## config.mk

```make
export PLATFORM = sky130hd
export DESIGN_NAME = i2c_cfg_seq
export DESIGN_NICKNAME = d
export VERILOG_FILES = /design/src/rtl/i2c_cfg_seq.sv
export SDC_FILE = /design/constraint.sdc
export NUM_CORES = 1
export LEC_CHECK = 0
export CAP_MARGIN = 10
export CORE_MARGIN = 3
export CORE_UTILIZATION = 53
export DETAILED_ROUTE_END_ITERATION = 7
export PLACE_DENSITY = 0.89
export SYNTH_ARGS = -nofsm -noshare
export SYNTH_HDL_FRONTEND = slang
export SYNTH_SLANG_ARGS = --single-unit
```

## constraint.sdc

```tcl
create_clock -name clk_i -period 5.05 [get_ports clk_i]
set_input_delay 0.505 -clock clk_i [delete_from_list [all_inputs] [get_ports clk_i]]
set_output_delay 0.505 -clock clk_i [all_outputs]
set_load 0.01 [all_outputs]
```

## src/rtl/i2c_cfg_seq.sv

```systemverilog
// Register-initialisation sequencer: walks a {reg, data} table and issues I2C write
// transactions (with optional read-back compare) to the byte driver, retrying on failure.
module i2c_cfg_seq #(
    parameter int          CFG_NUM   = 64,
    parameter logic [7:0]  DEV_ADDR  = 8'h78,
    parameter int          MAX_RETRY = 3,
    parameter int          GAP_CYC   = 16,
    parameter int          DLY_UNIT  = 1024,
    parameter int          BUSY_TMO  = 4096,
    parameter bit          VERIFY    = 1'b0,
    localparam int         AW        = $clog2(CFG_NUM)
) (
    input  logic          clk_i,
    input  logic          rst,
    input  logic          cfg_start,
    output logic [AW-1:0] tbl_addr,
    input  logic [23:0]   tbl_data,
    output logic          drv_start_en,
    output logic          drv_wr_rd_flag,
    output logic [7:0]    drv_dev_addr,
    output logic [15:0]   drv_register,
    output logic [7:0]    drv_data_byte,
    input  logic          drv_busy,
    input  logic          drv_err,
    input  logic [7:0]    drv_rd_data,
    output logic          cfg_busy,
    output logic          cfg_done,
    output logic          cfg_fail,
    output logic [AW-1:0] fail_idx,
    output logic [15:0]   wr_count
);

    localparam int CW       = $clog2(BUSY_TMO + GAP_CYC + 9);
    localparam int DW       = $clog2(255 * DLY_UNIT + 1);
    localparam int RW       = $clog2(MAX_RETRY + 2);
    localparam int GAP_LAST = (GAP_CYC > 0) ? GAP_CYC - 1 : 0;
    localparam logic [AW-1:0] LAST_IDX = AW'(CFG_NUM - 1);

    typedef enum logic [3:0] {
        S_IDLE, S_FETCH, S_FETCH_W, S_DECODE, S_ISSUE, S_WAIT_H,
        S_WAIT_L, S_CHECK, S_GAP, S_DELAY, S_DONE, S_FAIL
    } state_t;

    state_t          state;
    state_t          gap_ret;
    logic [AW-1:0]   idx;
    logic [15:0]     ent_reg;
    logic [7:0]      ent_data;
    logic            rd_phase;
    logic            err_l;
    logic [RW-1:0]   attempts;
    logic [CW-1:0]   cnt;
    logic [DW-1:0]   dly_cnt;

    assign tbl_addr     = idx;
    assign drv_dev_addr = DEV_ADDR;
    assign cfg_busy     = (state != S_IDLE) && (state != S_DONE) && (state != S_FAIL);

    always_ff @(posedge clk_i or posedge rst) begin
        if (rst) begin
            state          <= S_IDLE;
            gap_ret        <= S_FETCH;
            idx            <= '0;
            ent_reg        <= '0;
            ent_data       <= '0;
            rd_phase       <= 1'b0;
            err_l          <= 1'b0;
            attempts       <= '0;
            cnt            <= '0;
            dly_cnt        <= '0;
            drv_start_en   <= 1'b0;
            drv_wr_rd_flag <= 1'b0;
            drv_register   <= '0;
            drv_data_byte  <= '0;
            cfg_done       <= 1'b0;
            cfg_fail       <= 1'b0;
            fail_idx       <= '0;
            wr_count       <= '0;
        end else begin
            drv_start_en <= 1'b0;
            case (state)
                S_IDLE, S_DONE, S_FAIL: begin
                    if (cfg_start) begin
                        idx      <= '0;
                        wr_count <= '0;
                        cfg_done <= 1'b0;
                        cfg_fail <= 1'b0;
                        fail_idx <= '0;
                        state    <= S_FETCH;
                    end
                end
                // The ROM registers tbl_addr this cycle; its data is usable in S_FETCH_W.
                S_FETCH: state <= S_FETCH_W;
                S_FETCH_W: begin
                    ent_reg  <= tbl_data[23:8];
                    ent_data <= tbl_data[7:0];
                    state    <= S_DECODE;
                end
                S_DECODE: begin
                    if (ent_reg == 16'hFFFF) begin
                        cfg_done <= 1'b1;
                        state    <= S_DONE;
                    end else if (ent_reg == 16'hFFFE) begin
                        dly_cnt <= DW'(ent_data) * DW'(DLY_UNIT);
                        state   <= S_DELAY;
                    end else begin
                        rd_phase       <= 1'b0;
                        attempts       <= '0;
                        err_l          <= 1'b0;
                        drv_start_en   <= 1'b1;
                        drv_wr_rd_flag <= 1'b0;
                        drv_register   <= ent_reg;
                        drv_data_byte  <= ent_data;
                        state          <= S_ISSUE;
                    end
                end
                S_ISSUE: begin
                    cnt   <= '0;
                    state <= S_WAIT_H;
                end
                // A missing busy response or a stuck busy is folded into err_l so CHECK decides.
                S_WAIT_H: begin
                    if (drv_busy) begin
                        err_l <= err_l | drv_err;
                        cnt   <= '0;
                        state <= S_WAIT_L;
                    end else if (cnt == CW'(7)) begin
                        err_l <= 1'b1;
                        state <= S_CHECK;
                    end else begin
                        cnt <= cnt + CW'(1);
                    end
                end
                S_WAIT_L: begin
                    if (!drv_busy) begin
                        state <= S_CHECK;
                    end else begin
                        err_l <= err_l | drv_err | (cnt == CW'(BUSY_TMO - 1));
                        if (cnt == CW'(BUSY_TMO - 1))
                            state <= S_CHECK;
                        else
                            cnt <= cnt + CW'(1);
                    end
                end
                S_CHECK: begin
                    cnt   <= '0;
                    err_l <= 1'b0;
                    state <= S_GAP;
                    if (err_l || (rd_phase && (drv_rd_data != ent_data))) begin
                        if (attempts < RW'(MAX_RETRY)) begin
                            attempts <= attempts + RW'(1);
                            rd_phase <= 1'b0;
                            gap_ret  <= S_ISSUE;
                        end else begin
                            fail_idx <= idx;
                            cfg_fail <= 1'b1;
                            state    <= S_FAIL;
                        end
                    end else if (!rd_phase && VERIFY) begin
                        rd_phase <= 1'b1;
                        gap_ret  <= S_ISSUE;
                    end else begin
                        if (wr_count != 16'hFFFF)
                            wr_count <= wr_count + 16'd1;
                        if (idx == LAST_IDX) begin
                            cfg_done <= 1'b1;
                            state    <= S_DONE;
                        end else begin
                            idx     <= idx + AW'(1);
                            gap_ret <= S_FETCH;
                        end
                    end
                end
                S_GAP: begin
                    if (cnt >= CW'(GAP_LAST)) begin
                        state <= gap_ret;
                        if (gap_ret == S_ISSUE) begin
                            drv_start_en   <= 1'b1;
                            drv_wr_rd_flag <= rd_phase;
                            drv_register   <= ent_reg;
                            drv_data_byte  <= ent_data;
                        end
                    end else begin
                        cnt <= cnt + CW'(1);
                    end
                end
                S_DELAY: begin
                    if (dly_cnt == '0) begin
                        if (idx == LAST_IDX) begin
                            cfg_done <= 1'b1;
                            state    <= S_DONE;
                        end else begin
                            idx   <= idx + AW'(1);
                            state <= S_FETCH;
                        end
                    end else begin
                        dly_cnt <= dly_cnt - DW'(1);
                    end
                end
                default: state <= S_IDLE;
            endcase
        end
    end

endmodule

```

==> results.py <==
metrics = {
    "clocking": {
        "cts_buffers": 17,
        "cts_root_buf": "clkbuf_8",
        "clkTransAtPathRegs_ns": 0.06,
        "clock_latency_ns": 0.54,
        "cts_hold_buf": 0,
        "cts_tree": "done",
        "clockBufferDepth": 2,
        "cts_num_sinks": 120,
        "post_cts_resized": 0,
        "cts_max_level": 4,
        "cts_setup_buffers": 0,
    },
    "yosys": {
        "synth_top_area_cell": "dfrtp_1",
        "synth_flop_cell": "dfrtp_1",
        "synth_cell_types": 64,
        "syn_area_um2": 5900,
        "syn_inst": 564,
        "syn_area_per_cell_um2": 10.5,
        "synth-seq-area-share_pct": 50.9,
        "synth_top_area_share_pct": 50.5,
        "ys_seq_elements": 120,
        "synth_edf_count": 0,
        "async_flop_share_pct": 100,
        "synth_area_leaders": "dfrtp_1 (50%), mux2_2 (9.9%), nand2_1 (3.1%)",
        "yosysWarningCount": 0,
    },
    "die": {
        "coreArea_um2": 10600,
        "rows": 37,
        "ios": 102,
        "dieArea_um2": 12400,
        "die_w_um": 111,
        "initial_core_util_pct": 55.9,
        "die_y_um": 111,
    },
    "critical_path": {
        "startpoint_type": "flip-flop",
        "max_stage_delay_ns": 1.13,
        "crit_chain": "nor4bb_4 -> o31a_1 -> nor2_1 -> o21ai_0 -> o21ai_0",
        "cp_max_fo": 24,
        "path_buf_inv": 0,
        "cp_slowest_cell": "nor4bb_4",
        "end_kind": "flip-flop",
        "critical_path_required_ns": 5.42,
        "crit_type": "reg2reg",
        "cp.arrival_ns": 3.44,
        "critical-path-top-delay-family": "simple AND/OR/NAND/NOR gates",
        "cpMostUsedCell": "o21ai_0",
    },
    "sta": {
        "worstMarginPinSlew_ns": 1.21,
        "skew_ns": 0.0100,
        "finalHoldViolCount": 0,
        "setup_viol": 0,
        "finalMaxSlewViolations": 0,
        "period_needed_ns": 3.07,
        "finalCritPeriodShare_pct": 60.8,
        "fmax_mhz": 326,
        "finalSetupTns_ns": 0,
        "rsz0062_at_grt": "no",
        "slew_headroom_pct": 19.1,
    },
    "routing": {
        "dr.pass1.iters": 5,
        "routed_via_density": 6.10,
        "antenna_left": 0,
        "drcViolationCount": 0,
        "drt-total-wl_mm": 14.5,
        "drt_iter0_markers": 381,
        "vias": 4829,
        "post_drt_wl_per_cell_um": 18.3,
    },
    "cells_and_area": {
        "fill_cells": 733,
        "n_antenna_cell": 0,
        "largest_register_ffs": 18,
        "final_layout_size_suffix_gt1_share_pct": 14.9,
        "finalNonFillerCells": 792,
        "syn_to_final_growth_pct": 25.5,
        "final_nets": 686,
        "top_register": "dly_cnt",
    },
    "global_route": {
        "grt_max_degree": 89,
        "grt_pass1_vias": 4928,
        "grt_pass1_wl_mm": 24.0,
        "antenna_found_initial": 1,
        "track_usage_pct": 23.6,
        "globalRouteOverflowTotal": 0,
    },
    "placement": {
        "dpl.hpwl_mm": 9.43,
        "port_buffers": 84,
        "dp_cells": 760,
        "gp_congestion": 0.840,
    },
    "pwr": {
        "fin_total_pwr_w": 0.00428,
        "peakVddDrop_mv": 0.416,
        "pwr_density_cell_nw_per_um2": 578,
        "p_leak_nw": 3.14,
    },
    "run": {
        "max_cap_viol_count": 0,
    },
    "worst_hold_path": {
        "min_path_type": "reg2reg",
    },
    "status": {
        "outcome": "finished, final reports clean",
    },
}
[cell usage after synthesis, types with 2 or more instances]
library cell    n
dfrtp_1       119
mux2_2         52
nand2_1        49
nor2_1         41
a21oi_1        31
nand3_1        20
o21ai_0        20
clkbuf_1       18
nand4_1        16
or4_1          15
nor3_1         14
or3_1          13
xor2_1         13
o31ai_1        11
buf_4           9
inv_1           9
nor4_1          7
a22o_1          6
a31oi_1         6
nand2b_1        6
o211ai_1        6
ha_1            5
o21a_1          5
a21o_1          4
mux2i_1         4
nor2b_1         4
or2_2           4
and2_1          3
buf_1           3
o22a_1          3
o22ai_1         3
o31a_1          3
xnor2_1         3
a21boi_0        2
and3_1          2
and4b_1         2
buf_2           2
conb_1          2
nand4b_1        2
o221ai_1        2
o2bb2ai_1       2
[cell usage in the layout (no fill, tap or decap), drive strengths merged, types with 3 or more instances in the layout]
master / instances
and2: 3
nor2: 41
or3: 13
clkinv: 5
a21oi: 31
or4: 16
mux2i: 4
mux2: 52
bufinv: 3
o22ai: 3
clkbuf: 19
or2: 4
dfrtp: 119
a31oi: 6
nor4: 8
o31a: 3
nor2b: 4
o211ai: 6
a22o: 6
o21ai: 21
o21a: 5
buf: 3
clkdlybuf4s50: 84
nor3: 15
o22a: 3
ha: 5
conb: 9
nand4: 16
xnor2: 3
nand3: 20
o31ai: 11
nand2: 49
inv: 9
xor2: 13
nand2b: 6
a21o: 4
clkinvlp: 4
[worst paths after layout]
kind / from / endpoint / slack, ns / cells past startpoint
worst min register to register: fail_idx[0] / fail_idx[0] / 0.50 / 1
max in group asynchronous: rst / cnt[9] / 3.43 / 3
worst max register to register: state[3] / dly_cnt[17] / 1.98 / 5
worst max-delay path: state[3] / dly_cnt[17] / 1.98 / 5
min in group asynchronous: rst / ent_reg[2] / 0.57 / 2
worst min-delay path: fail_idx[0] / fail_idx[0] / 0.50 / 1
[cells by family after synthesis]
family                   share of synthesized area, %
buffers and inverters                            3.42
other                                           0.127
multiplexers                                     10.6
adder cells (fa/ha/maj)                          1.06
XOR/XNOR                                         2.38
AND/OR/NAND/NOR                                  18.5
flip-flops                                       50.9
AO/OA/AOI/OAI                                    13.0
[stage by stage]
step | hold slack, ns | utilization, % | cell area, um^2 | setup slack, ns
finish | 0.496 | 70.2 | 7400 | 1.98
global route | 0.525 | 70.2 | 7400 | 1.82
CTS | 0.502 | 70.0 | 7390 | 2.01
detailed placement | 0.481 | 64.5 | 6810 | 2.07
global placement | 0.468 | 64.5 | 6810 | 2.19
floorplan | 0.450 | - | 5920 | 1.36
[metal layers]
metal	up-vias	wire length, um	part of all wire (%)	track usage [%]
met5	-	18	0.12	0
met4	2	235	1.6	8.92
met3	29	1010	7.0	6.96
met2	198	7320	51	40.2
met1	2376	5900	41	28.5
li1	2224	-	-	-
[power breakdown]
part,switching [W],total [W],internal (W)
sequential,0.000334,0.00160,0.00127
combinational,0.000699,0.00148,0.000777
clock,0.000441,0.00120,0.000759
[cell type report]
type | instances | area [um^2] | area share (%)
well taps | 136 | 170 | 2.30
multi-input cells | 409 | 2740 | 37.0
flip-flops and latches | 120 | 3000 | 40.6
repair buffers | 87 | 871 | 11.8
inverters | 9 | 36.3 | 0.490
clock buffers | 19 | 432 | 5.83
clock inverters | 12 | 153 | 2.06
Power figures use the tool's default switching activity.
==> RTL edit 1, RTL diff (same flow settings) <==
Register the input `tbl_data` before use, without a reset. The logic sees it one clock later. The other inputs are not delayed to match.
--- a/src/rtl/i2c_cfg_seq.sv
+++ b/src/rtl/i2c_cfg_seq.sv
@@ -42,4 +42,10 @@
     } state_t;
 
+    logic [23:0] tbl_data_q;
+
+    always_ff @(posedge clk_i) begin
+        tbl_data_q <= tbl_data;
+    end
+
     state_t          state;
     state_t          gap_ret;
@@ -93,6 +99,6 @@
                 S_FETCH: state <= S_FETCH_W;
                 S_FETCH_W: begin
-                    ent_reg  <= tbl_data[23:8];
-                    ent_data <= tbl_data[7:0];
+                    ent_reg  <= tbl_data_q[23:8];
+                    ent_data <= tbl_data_q[7:0];
                     state    <= S_DECODE;
                 end
Behaviour: same outputs for any inputs over 4 cycles, from zero or initial values and one cycle with rst high; that may be too few to reach the edited logic, so the function may still have changed.
==> RTL edit 1 against the original RTL <==
Worst setup slack worse by 0.10 ns. Utilization down 2.3 points. Sequential cell count up 24. Design area rose by 6.5%. Synthesized area is 8.7% higher. Wire length is 3.9% higher. Total power is 9.8% higher. Cell count grew 5.7%. Critical endpoint is now dly_cnt[14]. Maximum frequency down 3.2%.
==> RTL edit 1: results (changes against the original RTL) <==
stage,metric,value,unit,change
status,outcome,"complete, no violations",,
sta,max_freq,315,MHz,-3.2%
placement,preCtsSetupSlack,1.95,ns,-0.117 ns
pwr,power_leakage,3.35,nW,+6.5%
synthesis,synth_async_sr_flop_share,83.3,%,-17 points
drt,wire_per_inst,18.0,µm,-1.7%
synthesis,ys_top_cells_by_count,"dfrtp_1 (119), nor2_1 (51), mux2_2 (49)",,
pwr,comb_power_share,34.8,%,+0.3 points
drt,met1_length,6360,µm,+7.7%
grt,antenna_found_initial,0,,-1
pwr,ir_drop,0.425,mV,+2.3%
grt,met3_usage,5.80,%,-1.2 points
sta,finClkSkew,0.00999,ns,-0.0000164 ns
finish,drive_gt1_share,14.0,%,-0.96 points
finish,regArea,0.00348,mm²,+16%
setup_path,worstPathMaxFanout,19,,-21%
grt,met2_usage,39.1,%,-1.1 points
finish,clkCellAreaFrac,6.93,%,-0.96 points
pwr,swShare,36.1,%,+1.7 points
hold_path,hold_path_end,ent_reg[1],,
placement,gp_congestion,0.886,,+5.5%
clock_network,clock_latency,0.42,ns,-0.12 ns
finish,multi_input_area,0.00277,mm²,+1.2%
finish,nonClockInverterCount,10,,+1
grt,grt_use_met1,30.0,%,+1.4 points
drt,dr_wl_met3,873,µm,-14%
finish,multi_input_gates,421,,+2.9%
drt,wl_met2,7550,µm,+3.1%
setup_path,r2r_end,dly_cnt[14],,
grt,grt.total_usage,23.6,%,-0.047 points
finish,layout.nets,723,,+5.4%
finish,fillCellCount,827,,+13%
grt,grt_start_max_net_pins,91,,+2.2%
drt,routed_via_density,6.06,,-0.58%
synthesis,synth-seq-cells,144,,+20%
pwr,comb_power,1.64,mW,+11%
RTL edit 1: logic make-up after synthesis:
| family | synth area share, % |
|---|---|
| multiplexers | 8.60 |
| AO/OA/AOI/OAI | 13.0 |
| adder cells (fa/ha/maj) | 0.976 |
| XOR/XNOR | 2.73 |
| AND/OR/NAND/NOR | 17.3 |
| flip-flops | 54.3 |
| other | 0.117 |
| buffers and inverters | 2.93 |
RTL edit 1: worst max-delay path: stages (launching register included):
cell	delay (ns)
dfrtp_1	0.68
nand4bb_1	0.60
a21oi_1	0.97
nor2_1	0.39
o21ai_0	0.26
o21ai_0	0.10
RTL edit 1: stage by stage:
step	utilization (%)	std cells	cell area [µm²]	hold WS, ns
global route	67.9	837	7890	0.474
floorplan	-	606	6440	0.439
global placement	63.2	805	7340	0.440
CTS	67.9	837	7890	0.460
detailed placement	63.2	805	7340	0.448
finish	67.9	837	7890	0.458
==> RTL edit 2, RTL diff (same settings) <==
Made on the original files. The parameter `BUSY_TMO` goes from 4096 to 8192.
--- a/src/rtl/i2c_cfg_seq.sv
+++ b/src/rtl/i2c_cfg_seq.sv
@@ -7,5 +7,5 @@
     parameter int          GAP_CYC   = 16,
     parameter int          DLY_UNIT  = 1024,
-    parameter int          BUSY_TMO  = 4096,
+    parameter int          BUSY_TMO  = 8192,
     parameter bit          VERIFY    = 1'b0,
     localparam int         AW        = $clog2(CFG_NUM)
Formal check against the unedited RTL: no difference found for any inputs over 4 cycles, from zero or initial values and one cycle with rst high; that may be too few to reach the edited logic, so the function may still have changed.
==> RTL edit 2 against the original RTL <==
Design area rose by 1.8%. Cell count rose by 1.9%. Worst setup slack got worse by 0.13 ns. Wire length rose by 1.3%. Sequential share of layout area fell by 0.37 points. Synthesized area rose by 1.5%. Sequential cell count rose by 1. Total power rose by 3.0%. Largest cell class unchanged.
==> RTL edit 2: results (changes against the original RTL) <==
stage,metric,value,unit,change
status,outcome,"complete, no violations",,
pwr,switchingPower,1.49,mW,+1.2%
hold_path,hold_path_end,cfg_fail,,
grt,grt_pass1_wl,24300,µm,+1.2%
clock_network,clock_latency,0.42,ns,-0.12 ns
placement,dp_hpwl,9890,µm,+4.8%
setup_path,rr_worst_depth,9,,+4
pwr,ir_drop,0.422,mV,+1.5%
pwr,power_leakage,3.28,nW,+4.1%
drt,first_pass_iters,5,,unchanged
clock_network,root_buffer,clkbuf_16,,
clock_network,cts_buffer_depth,2,,unchanged
finish,largest_register_ffs,18,,unchanged
setup_path,crit_path_end,state[3],,
sta,finClkSkew,0.00665,ns,-0.00335 ns
placement,numPortBuffers,84,,unchanged
finish,fillCellCount,802,,+9.4%
finish,drive_gt1_share,16.5,%,+1.6 points
finish,stdcell_count,807,,+1.9%
drt,wire_per_inst,18.2,µm,-0.54%
drt,routed_via_density,6.03,,-1.1%
setup_path,worstPathMaxFanout,11,,-54%
floorplanning,rows,38,,+2.7%
hold_path,min_path_cells,1,,unchanged
drt,drtIter0Drc,257,,-33%
hold_path,worstHoldStart,cfg_fail,,
grt,grt_start_max_net_pins,86,,-3.4%
placement,dp.cells,776,,+2.1%
synthesis,ys_types,70,,+9.4%
sta,fin_crit,3.20,ns,+0.128 ns
setup_path,cp_slowest_cell,or4b_1,,
setup_path,slowest_delay,0.51,ns,-0.62 ns
synthesis,synthCells,572,,+1.4%
placement,place_area,0.00691,mm²,+1.5%
grt,antenna_found_initial,0,,-1
grt,grt.total_usage,24.1,%,+0.49 points
synthesis,ys_warn_count,0,,unchanged
setup_path,rrSetupSlack,1.85,ns,-0.13 ns
synthesis,synthFlopType,dfrtp_1,,
synthesis,ys_top_cells_by_count,"dfrtp_1 (120), mux2_2 (54), nor2_1 (50)",,
synthesis,post_synth.cell_area_avg,10.5,µm²,+0.11%
placement,gp_congestion,0.842,,+0.30%
finish,layout.nets,697,,+1.6%
finish,utilization,68.9,%,-1.3 points
synthesis,yosysSeqAreaShare,50.6,%,-0.35 points
sta,worst_pin_slew,1.12,ns,-0.0946 ns
sta,hold_ws,0.496,ns,+0.000254 ns
setup_path,critPathArrivalTime,3.50,ns,+0.06 ns
setup_path,startpoint,dly_cnt[0],,
synthesis,synth.area.top_cells,"dfrtp_1 (50%), mux2_2 (10%), a21oi_1 (3.3%)",,
==> RTL edit 2: cell count changes in the layout (fill, tap and decap cells not counted), moves of 6 or more <==
cell | before | now
and3_1 | 2 | 10
a21oi_1 | 31 | 40
nand4_1 | 16 | 9
o21ai_0 | 20 | 26
nor2_1 | 41 | 50
nand2_1 | 49 | 40
==> RTL edit 2: per-layer routing <==
layer | global-route usage (%) | routed length, µm | share of wire (%) | vias to the layer above
li1 | - | - | - | 2249
met1 | 29.9 | 5890 | 40 | 2390
met2 | 39.4 | 7390 | 50 | 199
met3 | 7.87 | 1090 | 7.4 | 28
met4 | 9.46 | 316 | 2.2 | 0
met5 | 0 | 0 | 0 | -
==> RTL edit 2: power groups by stage <==
stage               clock (mW)  combinational (mW)  sequential (mW)
floorplan                    0               0.964             1.53
global route              1.35                1.67             1.62
global placement             0                1.46             1.55
finish                    1.29                1.54             1.58
CTS                       1.30                1.55             1.57
detailed placement           0                1.52             1.58
==> RTL edit 2: final cells by class <==
cell class	instances	area share, %
timing repair buffer	90	11.8
clock inverter	12	2.31
sequential	121	40.2
multi-input combinational	416	36.9
clock buffer	19	6.01
tap	140	2.32
inverter	9	0.482
==> RTL edit 2: cell families (layout without fill, tap and decap cells) <==
| logic type | count (synthesis) | count (layout) | synth area share (%) |
|---|---|---|---|
| flops | 121 | 121 | 50.6 |
| compound gates | 124 | 124 | 13.5 |
| buf+inv | 42 | 130 | 3.49 |
| xor+xnor | 19 | 19 | 2.78 |
| simple gates | 204 | 204 | 18.2 |
| mux | 55 | 55 | 10.3 |
| fa+ha+maj | 5 | 5 | 1.04 |
| other cells | 2 | 9 | 0.125 |
